==> config.mk <==
export PLATFORM = sky130hd
export DESIGN_NAME = life_generation_stepper
export DESIGN_NICKNAME = d
export VERILOG_FILES = /design/src/rtl/life_pkg.sv /design/src/rtl/life_cell_next.sv /design/src/rtl/life_generation_stepper.sv
export SDC_FILE = /design/constraint.sdc
export NUM_CORES = 1
export LEC_CHECK = 0
export ABC_AREA = 0
export BUFFER_PORTS_ARGS = -buffer_cell sky130_fd_sc_hd__buf_2
export CORE_ASPECT_RATIO = 1.2
export CORE_UTILIZATION = 60
export DETAILED_ROUTE_END_ITERATION = 10
export GPL_TIMING_DRIVEN = 0
export PLACE_DENSITY = 0.8
export SLEW_MARGIN = 20
export SYNTH_ARGS = -nofsm -noshare
export SYNTH_HDL_FRONTEND = slang
export SYNTH_HIERARCHICAL = 1
export SYNTH_SLANG_ARGS = --single-unit
==> constraint.sdc <==
create_clock -name clk -period 8 [get_ports clk]
set_input_delay 0.8 -clock clk [delete_from_list [all_inputs] [get_ports clk]]
set_output_delay 0.8 -clock clk [all_outputs]
set_load 0.05 [all_outputs]
==> src/rtl/life_pkg.sv <==
// Shared types and torus-index helpers for the Game of Life generation stepper.
package life_pkg;

    typedef enum logic [1:0] {
        IDLE,
        COMPUTE,
        COMMIT
    } life_state_t;

    localparam int NBR_CNT_W = 4;

    function automatic int unsigned wrap_dec(input int unsigned idx, input int unsigned size);
        return (idx == 0) ? size - 1 : idx - 1;
    endfunction

    function automatic int unsigned wrap_inc(input int unsigned idx, input int unsigned size);
        return (idx == size - 1) ? 0 : idx + 1;
    endfunction

endpackage

==> src/rtl/life_cell_next.sv <==
// Combinational Life rule for one cell: survive on 2 or 3 neighbours, birth on exactly 3.
module life_cell_next
    import life_pkg::*;
(
    input  logic       cell_i,
    input  logic [7:0] nbr_i,
    output logic       alive_o
);

    logic [NBR_CNT_W-1:0] cnt;

    always_comb begin
        cnt = '0;
        for (int unsigned k = 0; k < 8; k++) begin
            cnt = cnt + NBR_CNT_W'(nbr_i[k]);
        end
        alive_o = (cnt == NBR_CNT_W'(3)) || (cell_i && (cnt == NBR_CNT_W'(2)));
    end

endmodule

==> src/rtl/life_generation_stepper.sv <==
// Snapshots the board, computes the next toroidal Life generation one row per clock,
// then pulses board_we for one cycle to commit it into the board register.
module life_generation_stepper
    import life_pkg::*;
#(
    parameter int WIDTH  = 8,
    parameter int HEIGHT = 8
) (
    input  logic                      clk,
    input  logic                      reset,
    input  logic                      start,
    input  logic [WIDTH*HEIGHT-1:0]   board,
    output logic [WIDTH*HEIGHT-1:0]   next_board,
    output logic                      board_we,
    output logic                      busy,
    output logic                      done,
    output logic [15:0]               generation
);

    localparam int N     = WIDTH * HEIGHT;
    localparam int ROW_W = $clog2(HEIGHT);

    life_state_t      state_q;
    logic [N-1:0]     cur_q;
    logic [N-1:0]     nxt_q;
    logic [ROW_W-1:0] row_q;
    logic [15:0]      gen_q;

    logic [WIDTH-1:0] up_row;
    logic [WIDTH-1:0] mid_row;
    logic [WIDTH-1:0] dn_row;
    logic [WIDTH-1:0] row_next;

    // Three snapshot rows around the active row, wrapped vertically.
    always_comb begin
        int unsigned r;
        r       = 32'(row_q);
        up_row  = cur_q[wrap_dec(r, HEIGHT) * WIDTH +: WIDTH];
        mid_row = cur_q[r * WIDTH +: WIDTH];
        dn_row  = cur_q[wrap_inc(r, HEIGHT) * WIDTH +: WIDTH];
    end

    for (genvar c = 0; c < WIDTH; c++) begin : g_col
        localparam int unsigned CL = wrap_dec(c, WIDTH);
        localparam int unsigned CR = wrap_inc(c, WIDTH);

        life_cell_next u_cell (
            .cell_i  (mid_row[c]),
            .nbr_i   ({up_row[CL], up_row[c], up_row[CR],
                       mid_row[CL], mid_row[CR],
                       dn_row[CL], dn_row[c], dn_row[CR]}),
            .alive_o (row_next[c])
        );
    end

    always_ff @(posedge clk or negedge reset) begin
        if (!reset) begin
            state_q <= IDLE;
            cur_q   <= '0;
            nxt_q   <= '0;
            row_q   <= '0;
            gen_q   <= '0;
        end else begin
            case (state_q)
                IDLE: begin
                    if (start) begin
                        cur_q   <= board;
                        row_q   <= '0;
                        state_q <= COMPUTE;
                    end
                end
                COMPUTE: begin
                    nxt_q[32'(row_q) * WIDTH +: WIDTH] <= row_next;
                    if (row_q == ROW_W'(HEIGHT - 1)) begin
                        row_q   <= '0;
                        state_q <= COMMIT;
                    end else begin
                        row_q <= row_q + 1'b1;
                    end
                end
                COMMIT: begin
                    gen_q   <= gen_q + 16'd1;
                    state_q <= IDLE;
                end
                default: state_q <= IDLE;
            endcase
        end
    end

    always_comb begin
        next_board = nxt_q;
        board_we   = (state_q == COMMIT);
        done       = (state_q == COMMIT);
        busy       = (state_q != IDLE);
        generation = gen_q;
    end

endmodule
=== After elaboration in Yosys (flattened, before gate mapping) ===
Index checks and enable logic that the tools add are counted.

* Register bits: 149
* Latch bits: 0
* Memory bits (writable): 0
* Bits in read-only memories: 0
* Bits of input ports: 67
* Output and inout bits: 83
* Logic and storage cells: 124
* Memories kept: 0

* Add/sub/neg operators: 61
* Multiply operators: 0
* Divide/modulo/power cells: 0
* Magnitude comparators: 0
* Equality and inequality tests: 21
* Shift-type cells: 5
* Multiplexer cells: 9
* Bitwise operators: 0
* Reductions and logical operators: 23

{| class="wikitable"
|+ Operators with widths
! kind !! number
|-
| $add 4x1->4 || 48
|-
| $bwmux 64 || 1
|-
| $eq 4x2->1 const B || 16
|-
| $shift 8x34->64 const A || 1
|-
| $shiftx 64x33->8 || 1
|-
| $shiftx 64x7->8 || 1
|-
| $shiftx 64x8->8 || 1
|-
| $shiftx 8x34->64 || 1
|-
| $neg 6->34 || 1
|-
| $mux 29 || 1
|-
| $add 1x1->2 || 8
|-
| $add 16x1->16 const B || 1
|-
| $logic_and 1x1->1 || 8
|-
| $logic_or 1x1->1 || 8
|-
| $mux 3 || 2
|-
| $pmux 3 s2 || 1
|-
| $reduce_and 2->1 || 3
|-
| $add 3x1->4 const B || 1
|-
| $mux 2 || 2
|-
| $mux 4 || 1
|-
| $ne 2x2->1 const B || 2
|-
| $pmux 2 s2 || 1
|-
| $reduce_bool 2->1 || 2
|-
| $sub 3x1->4 const B || 1
|-
| other kinds (6) || 6
|}

=== Depth between registers and ports, before layout ===
Gate-level depths: netlist of the first run.

* Depth in word-level cells: 15
* Gate-level depth with buffers: 20
* Depth with buffers taken out: 17

=== Modules after synthesis ===
The synthesis of the first run kept the hierarchy.

{| class="wikitable"
|+ By module, submodules not included
! module !! instances !! cells an instance !! area each (µm²) !! sequential area each (µm²)
|-
| life_generation_stepper || 1 || 546 || 7516.0 || 3728.6
|-
| life_cell_next at g_col[0].u_cell ... || 5 || 23 || 185.2 || 0.0
|-
| life_cell_next at g_col[5].u_cell ... || 3 || 23 || 200.2 || 0.0
|}

=== Worst setup path before layout of the first run ===
OpenSTA, ideal clock, no wires.

* Path kind: flip-flop to flip-flop
* Start point: register row_q[0]
* End point: register nxt_q[23] (netlist: next_board[23])
* Setup time: 0.067 ns
* Arrival time: 5.055 ns
* Required time: 7.933 ns
* Setup slack: 2.879 ns
* Stages on the path, launching flop included: 20
* Path buffers: 3
* Clock period less this slack: 5.121 ns
* Path through: dfrtp_1 > buf_4 > inv_2 > ha_1 > nor2b_1 > buf_2 > buf_2 > mux4_2 > a22o_1 > inv_1 > fa_1 > fa_1 > fa_1 > inv_1 > ha_1 > fa_1 > o211a_1 > a211oi_2 > and2_1 > mux2_2

* Word-level cells in the longest chain between the ends: 15
* Elaborated cells on any way between the ends: 101
* Classes of those cells: add/sub (59); eq/ne (17); shift (5); mux (3); reduce/logical (17)

{| class="wikitable"
|+ RTL lines
! element !! line !! text
|-
| start, declared || life_generation_stepper.sv:26 || <nowiki>logic [ROW_W-1:0] row_q;</nowiki>
|-
| start signal, assigned || life_generation_stepper.sv:78 || <nowiki>row_q <= row_q + 1'b1;</nowiki>
|-
| $add 3x1->4 or $eq 3x3->1 (tied branches) || life_pkg.sv:17 || <nowiki>return (idx == size - 1) ? 0 : idx + 1;</nowiki>
|-
| $mux 4 * || life_pkg.sv:17 ||
|-
| $shiftx 64x8->8 * || life_generation_stepper.sv:40 || <nowiki>dn_row = cur_q[wrap_inc(r, HEIGHT) * WIDTH +: WIDTH];</nowiki>
|-
| net dn_row[7] || life_generation_stepper.sv:31 || <nowiki>logic [WIDTH-1:0] dn_row;</nowiki>
|-
| $add 1x1->2 * || life_cell_next.sv:15 || <nowiki>cnt = cnt + NBR_CNT_W'(nbr_i[k]);</nowiki>
|-
| $add 4x1->4 * (6 in series) || life_cell_next.sv:15 ||
|-
| $eq 4x2->1 || life_cell_next.sv:17 || <nowiki>alive_o = (cnt == NBR_CNT_W'(3)) || (cell_i && (cnt == NBR_CNT_W'(2)));</nowiki>
|-
| $logic_and 1x1->1 || life_cell_next.sv:17 ||
|-
| $logic_or 1x1->1 * || life_cell_next.sv:17 ||
|-
| net row_next[7] || life_generation_stepper.sv:32 || <nowiki>logic [WIDTH-1:0] row_next;</nowiki>
|-
| $shiftx 8x34->64 * || life_generation_stepper.sv:73 || <nowiki>nxt_q[32'(row_q) * WIDTH +: WIDTH] <= row_next;</nowiki>
|-
| $bwmux 64 * || life_generation_stepper.sv:73 ||
|-
| end signal, assigned by index || life_generation_stepper.sv:73 ||
|-
| end, declared || life_generation_stepper.sv:25 || <nowiki>logic [N-1:0] nxt_q;</nowiki>
|}

The timed path passes the listed nets; every way through them passes the cells marked *.
A chain may end at the register's enable or synchronous reset.

=== Final worst setup path of the first run ===
* Start point: register row_q[0]
* End point: register nxt_q[49] (netlist: next_board[49])

Same word-level chain as after synthesis.

==> flow_metrics.env, run 1 <==
export IMPL_worst_setup_path_start_kind="flip-flop"
export IMPL_final_cells=1112
export IMPL_die_area_mm2=0.0156
export IMPL_cts_tree="yes"
export IMPL_grt_overflow=0
export IMPL_grt_max_degree=90
export IMPL_tns_ns=0
export IMPL_cts_num_sinks=149
export IMPL_syn_num_nets=860
export IMPL_synth_common_cells="dfrtp_1 (149), mux2_2 (129), inv_1 (92)"
export IMPL_n_fill_cell=1019
export IMPL_critPathKind="flip-flop to flip-flop"
export IMPL_yosysMostFrequentCell="dfrtp_1"
export IMPL_critPathTopFamily="adder cells"
export IMPL_clock_skew_ns=0.0131
export IMPL_dpl_cell_area_mm2=0.0101
export IMPL_ys_warnings_count=6
export IMPL_hpwlAfterDp_um=16600
export IMPL_num_vias=6661
export IMPL_maxCapViolations=0
export IMPL_wl_per_cell_um=20.0
export IMPL_top_layer="met4"
export IMPL_cts_setup_buffers=0
export IMPL_syn_area_mm2=0.00904
export IMPL_drive_above_1_share_pct=43.3
export IMPL_avgSynthCellArea_um2=12.4
export IMPL_rsz0062_at_grt="no"
export IMPL_drt_antenna_violating_nets=0
export IMPL_synth_flop_cell="dfrtp_1"
export IMPL_critPathSlowestCell="a21oi_1"
export IMPL_numCtsBuffers=17
export IMPL_start_util_pct=62.2
export IMPL_required_ns=8.36
export IMPL_cp_end_kind="flip-flop"
export IMPL_critical_path_arrival_ns=6.50
export IMPL_ys_ff_latch=149
export IMPL_period_share_pct=76.7
export IMPL_ys_top_cells_by_area="dfrtp_1 (41%), mux2_2 (16%), mux4_2 (7.7%)"
export IMPL_clk_pin_slew_worst_paths_ns=0.07
export IMPL_dp_slack_ns=1.91
export IMPL_grt_pass1_wl_um=36100
export IMPL_hold_buffers=0
export IMPL_synth_seq_area_share_pct=41.2
export IMPL_top_level_ports=150
export IMPL_drc_errors=0
export IMPL_fp_coreArea_mm2=0.0145
export IMPL_period_minus_slack_ns=6.14
export IMPL_setup_ws_ns=1.86
export IMPL_path_buf_inv=6
export IMPL_synth_top_area_share_pct=41.2
export IMPL_r2r_cells=19
export IMPL_worst_pin_slew_ns=0.931
export IMPL_drt_wl_total_um=22200
export IMPL_final_hold_violation_count=0
export IMPL_die_w_um=114
export IMPL_dr_pass1_iters=5
export IMPL_nets=1029
export IMPL_crit_chain="buf_4 > inv_2 > ha_1 > nor2b_1 > buf_2 > buf_2 > mux2i_1 > a22o_1 > inv_1 > fa_1 > fa_1 > fa_1 > inv_1 > ha_1 > fa_1 > or2_0 > a21oi_1 > and2_1 > mux2_2"
export IMPL_std_cell_rows=48
export IMPL_synth_top_cell_by_area="dfrtp_1"
export IMPL_area_delta_synth_final_pct=17.9
export IMPL_gp_congestion=0.985
export IMPL_path_max_fanout=10
export IMPL_path_common_cell="fa_1"
export IMPL_synth_edf_count=0
export IMPL_status="finished clean"
export IMPL_viasPerCell=5.99
export IMPL_worst_hold_path_type="input port to asynchronous set/reset pin"
export IMPL_cts_resized_gates=0
export IMPL_gr_usage_all_layers_pct=30.7
export IMPL_slew_limit_headroom_pct=37.4
export IMPL_synth_cells=730
export IMPL_place_inst=1080
export IMPL_drt_met1_wl_um=8380
export IMPL_drtIter0Drc=520
export IMPL_portBuffers=149
export IMPL_wl_met3_um=1580
export IMPL_first_global_vias=6994
export IMPL_ctsLongestPathBuffers=2
export IMPL_htree_levels=4
export IMPL_cts_root_buffer="clkbuf_16"
export IMPL_final_area_mm2=0.0107
export IMPL_antennaDiodeCount=0
export IMPL_setup_viol=0
export IMPL_synth_cell_types=53
export IMPL_path_depth=19
export IMPL_synth_async_reset_ratio_pct=100
export IMPL_report_final_slew_viol_count=0
export IMPL_insertion_delay_ns=0.43
export IMPL_die_h_um=136
export IMPL_slowest_delay_ns=0.71
export IMPL_route_met2_wl_um=11400
export IMPL_fmax_mhz=163
export IMPL_antenna_found_initial=0
[worst register-to-register path, delay by kind of cell (launching register included)]
| kind | cells | cell delay (ns) |
|---|---|---|
| adder cells (fa/ha/maj) | 6 | 2.56 |
| buffers and inverters | 6 | 1.16 |
| AO/OA/AOI/OAI | 2 | 0.93 |
| AND/OR/NAND/NOR | 3 | 0.63 |
| multiplexers | 2 | 0.40 |
| flip-flops | 1 | 0.39 |
[sequential cells by signal, indices dropped and copies added (netlist names)]
register	cells
cur_q	64
generation	16
next_board	64
row_q	3
state_q	2
[final cells by class]
class                   instances  area (µm²)  share of cell area (%)
plain buffers                  28         171                    1.61
flip-flops and latches        149        3730                    35.0
repair buffers                150         783                    7.35
multi-input cells             459        4790                    44.9
clock inverters                15         160                    1.50
clock buffers                  17         425                    3.99
well taps                     200         250                    2.35
inverters                      94         353                    3.31
[cell families after synthesis]
logic type | synth area share [%]
DFF | 41.2
buffers and inverters | 5.80
muxes | 27.0
AOI/OAI and AO/OA | 5.12
xor gates and xnor gates | 1.76
adders and majority gates | 11.4
and+or+nand+nor | 7.68
[per-layer routing]
| layer | track usage [%] | vias to the layer above |
|---|---|---|
| met3 | 5.75 | 83 |
| met5 | 0 | - |
| li1 | - | 2881 |
| met2 | 53.2 | 350 |
| met4 | 15.7 | 0 |
| met1 | 36.6 | 3347 |
[per-stage QoR]
step	util, %	hold WS [ns]
2_1_floorplan	-	0.465
6_report	73.4	0.288
5_1_grt	73.4	0.316
4_1_cts	73.4	0.306
3_5_place_dp	69.3	0.479
3_3_place_gp	69.1	0.455
[cell usage in the layout (no fill, tap or decap), drive strengths merged, types with 14 or more instances in the layout]
cell	count
fa	32
ha	31
buf	176
dfrtp	149
mux4	31
clkbuf	19
a21oi	21
nand2	51
mux2i	14
inv	102
mux2	140
[worst paths after layout]
path	from	end	slack (ns)
max in group asynchronous	reset	cur_q[43]$_DFFE_PN0P_	6.93
worst max-delay path	row_q[0]$_DFFE_PN0P_	next_board[49]$_DFFE_PN0P_	1.86
min in group clk	generation[15]$_DFFE_PN0P_	generation[15]$_DFFE_PN0P_	0.48
worst min-delay path	reset	next_board[41]$_DFFE_PN0P_	0.29
worst max register to register	row_q[0]$_DFFE_PN0P_	next_board[49]$_DFFE_PN0P_	1.86
worst min register to register	generation[15]$_DFFE_PN0P_	generation[15]$_DFFE_PN0P_	0.48
Power of run 1 is not shown: default switching activity piles up to over one toggle a cycle in this logic, so the estimate is an artifact.
==> run 2: changes to the inputs <==
ABC_AREA = 1   (was 0)
CORE_UTILIZATION = 58   (was 60)
PLACE_DENSITY = 0.78   (was 0.8)
clock period = 5.7 ns   (was 8 ns; I/O delays follow)
==> flow_metrics.env, run 2 <==
export IMPL_ctsLongestPathBuffers=2
export IMPL_hold_buffers=0
export IMPL_fin_util_pct=71.2
export IMPL_clock_skew_ns=0.0103
export IMPL_required_ns=6.06
export IMPL_drt_met1_wl_um=10300
export IMPL_route_met2_wl_um=12700
export IMPL_drt_wl_total_um=25500
export IMPL_holdWs_ns=0.0832
export IMPL_status="finished clean"
export IMPL_dr_pass1_iters=6
export IMPL_insertion_delay_ns=0.44
export IMPL_fp_coreArea_mm2=0.0152
export IMPL_grt_overflow=0
export IMPL_slew_limit_headroom_pct=57.3
export IMPL_period_share_pct=93.6
export IMPL_synth_edf_count=0
export IMPL_area_delta_synth_final_pct=18.1
export IMPL_worst_setup_path_start_kind="flip-flop"
export IMPL_synth_seq_area_share_pct=40.7
export IMPL_critical_path_arrival_ns=5.70
export IMPL_synth_mux_area_share_pct=4.42
export IMPL_fmax_mhz=187
export IMPL_numCtsBuffers=17
export IMPL_period_minus_slack_ns=5.34
export IMPL_synth_top_family_by_area="simple AND/OR/NAND/NOR gates"
export IMPL_critPathKind="flip-flop to flip-flop"
export IMPL_wl_met3_um=1290
export IMPL_final_common_cell="nand2_1"
export IMPL_top_level_ports=150
export IMPL_cts_tree="yes"
export IMPL_final_cell_mix="nand2_1 (235), inv_1 (191), buf_2 (174), dfrtp_1 (148), o21ai_0 (128)"
export IMPL_first_global_vias=8099
export IMPL_dp_slack_ns=-0.346
export IMPL_ys_top_cells_by_area="dfrtp_1 (41%), nand2_1 (9.7%), inv_1 (7.8%)"
export IMPL_viasPerCell=5.39
export IMPL_clk_pin_slew_worst_paths_ns=0.07
export IMPL_antenna_found_initial=0
export IMPL_wl_per_cell_um=16.6
export IMPL_syn_area_mm2=0.00916
export IMPL_die_area_mm2=0.0163
export IMPL_synth_top_cell_by_area="dfrtp_1"
export IMPL_final_hold_violation_count=0
export IMPL_synth_async_reset_ratio_pct=100
export IMPL_yosysMostFrequentCell="nand2_1"
export IMPL_gp_congestion=0.973
export IMPL_std_cell_rows=49
export IMPL_ys_warnings_count=6
export IMPL_rsz0062_at_grt="no"
export IMPL_path_max_fanout=10
export IMPL_syn_num_nets=1278
export IMPL_setup_ws_ns=0.362
export IMPL_htree_levels=4
export IMPL_worst_hold_path_type="input port to asynchronous set/reset pin"
export IMPL_worst_pin_slew_ns=0.639
export IMPL_top_layer="met4"
export IMPL_synth_simple_area_share_pct=18.8
export IMPL_start_util_pct=60.3
export IMPL_drt_antenna_violating_nets=0
export IMPL_maxCapViolations=0
export IMPL_portBuffers=149
export IMPL_synthAdderAreaFrac_pct=11.2
export IMPL_report_final_slew_viol_count=0
export IMPL_grt_max_degree=77
export IMPL_synth_xor_area_share_pct=1.15
export IMPL_drtIter0Drc=640
export IMPL_avgSynthCellArea_um2=7.98
export IMPL_ys_ff_latch=149
export IMPL_synth_compound_area_share_pct=13.1
export IMPL_setup_viol=0
export IMPL_synth_common_cells="nand2_1 (236), inv_1 (191), dfrtp_1 (149)"
export IMPL_cts_num_sinks=149
export IMPL_cts_root_buffer="clkbuf_16"
export IMPL_cp_end_kind="flip-flop"
export IMPL_die_w_um=117
export IMPL_antennaDiodeCount=0
export IMPL_drc_errors=0
export IMPL_synth_flop_cell="dfrtp_1"
export IMPL_synth_cell_types=34
export IMPL_die_h_um=140
export IMPL_drive_above_1_share_pct=21.7
export IMPL_hpwlAfterDp_um=19700
export IMPL_gr_usage_all_layers_pct=33.3
export IMPL_nets=1445
export IMPL_grt_pass1_wl_um=41300
export IMPL_num_vias=8256
export IMPL_synth_top_area_share_pct=40.7
export IMPL_synth_cells=1148
[run 2: cell types whose count changed after synthesis, sizes merged, moves of 12 or more]
cell | before | now
nand2 | 51 | 240
and2 | 12 | 0
inv | 94 | 197
o21ai | 12 | 147
mux2i | 14 | 0
nor2 | 9 | 108
nand3 | 10 | 48
a21oi | 21 | 81
mux4 | 31 | 0
mux2 | 140 | 36
[run 2: cell type report]
| class | count | area, µm² |
|---|---|---|
| Multi-Input combinational cell | 756 | 4490 |
| Fill cell | 1338 | 4380 |
| Sequential cell | 149 | 3730 |
| Timing Repair Buffer | 151 | 791 |
| Inverter | 197 | 744 |
| Clock buffer | 18 | 429 |
| Tap cell | 204 | 255 |
| Buffer | 43 | 219 |
| Clock inverter | 14 | 163 |
[run 2: path summary, 6_finish.rpt]
kind	depth (start not counted)	start	slack (ns)	to
setup / recovery	22	row_q[0]$_DFFE_PN0P_	0.36	next_board[34]$_DFFE_PN0P_
hold / removal	1	reset	0.08	generation[13]$_DFFE_PN0P_
setup reg to reg	22	row_q[0]$_DFFE_PN0P_	0.36	next_board[34]$_DFFE_PN0P_
hold reg to reg	2	next_board[54]$_DFFE_PN0P_	0.47	next_board[54]$_DFFE_PN0P_
max in group asynchronous	2	reset	4.84	cur_q[58]$_DFFE_PN0P_
min in group clk	2	board[17]	0.36	cur_q[17]$_DFFE_PN0P_
[run 2: timing repair]
item	4_1_cts	5_1_grt
gates resized for setup	9	9
setup endpoints to repair	44	45
pin swaps	0	1
setup buffers	0	1
[run 2: stage by stage]
| step | setup TNS (ns) | area, µm² | cells |
|---|---|---|---|
| after floorplan | 0 | 9160 | 1148 |
| after global placement | -4.98 | 10200 | 1501 |
| after detailed placement | -6.40 | 10200 | 1502 |
| after CTS | 0 | 10800 | 1534 |
| after global routing | 0 | 10800 | 1532 |
| final | 0 | 10800 | 1532 |
[run 2: logic make-up (layout without fill, tap and decap cells)]
| family | count (synthesis) | in the layout |
|---|---|---|
| AND/OR/NAND/NOR | 408 | 408 |
| buffers and inverters | 243 | 423 |
| AO/OA/AOI/OAI | 237 | 237 |
| flip-flops | 149 | 149 |
| adder cells (fa/ha/maj) | 63 | 63 |
| multiplexers | 36 | 36 |
| XOR/XNOR | 12 | 12 |
[run 2: critical path, cell delays in order, from the launching register on]
cell and delay [ns]:
dfrtp_2 0.45, ha_1 0.21, ha_1 0.24, inv_1 0.17
nand2_2 0.18, clkbuf_2 0.25, o21ai_0 0.22, nand2_1 0.07
nor2_1 0.29, inv_1 0.11, fa_1 0.53, fa_1 0.43
fa_1 0.49, inv_1 0.04, ha_1 0.20, fa_1 0.41
nand2_1 0.09, nand3_1 0.08, a21oi_1 0.15, inv_1 0.15
nor2_1 0.29, inv_1 0.08, o21ai_1 0.12
[run 2: routing by layer]
metal / global-route usage [%] / up-vias
li1: - / 3953
met5: 0 / -
met1: 40.6 / 3897
met4: 15.9 / 0
met2: 56.7 / 326
met3: 5.49 / 80
Power of run 2 is left out for the same reason.
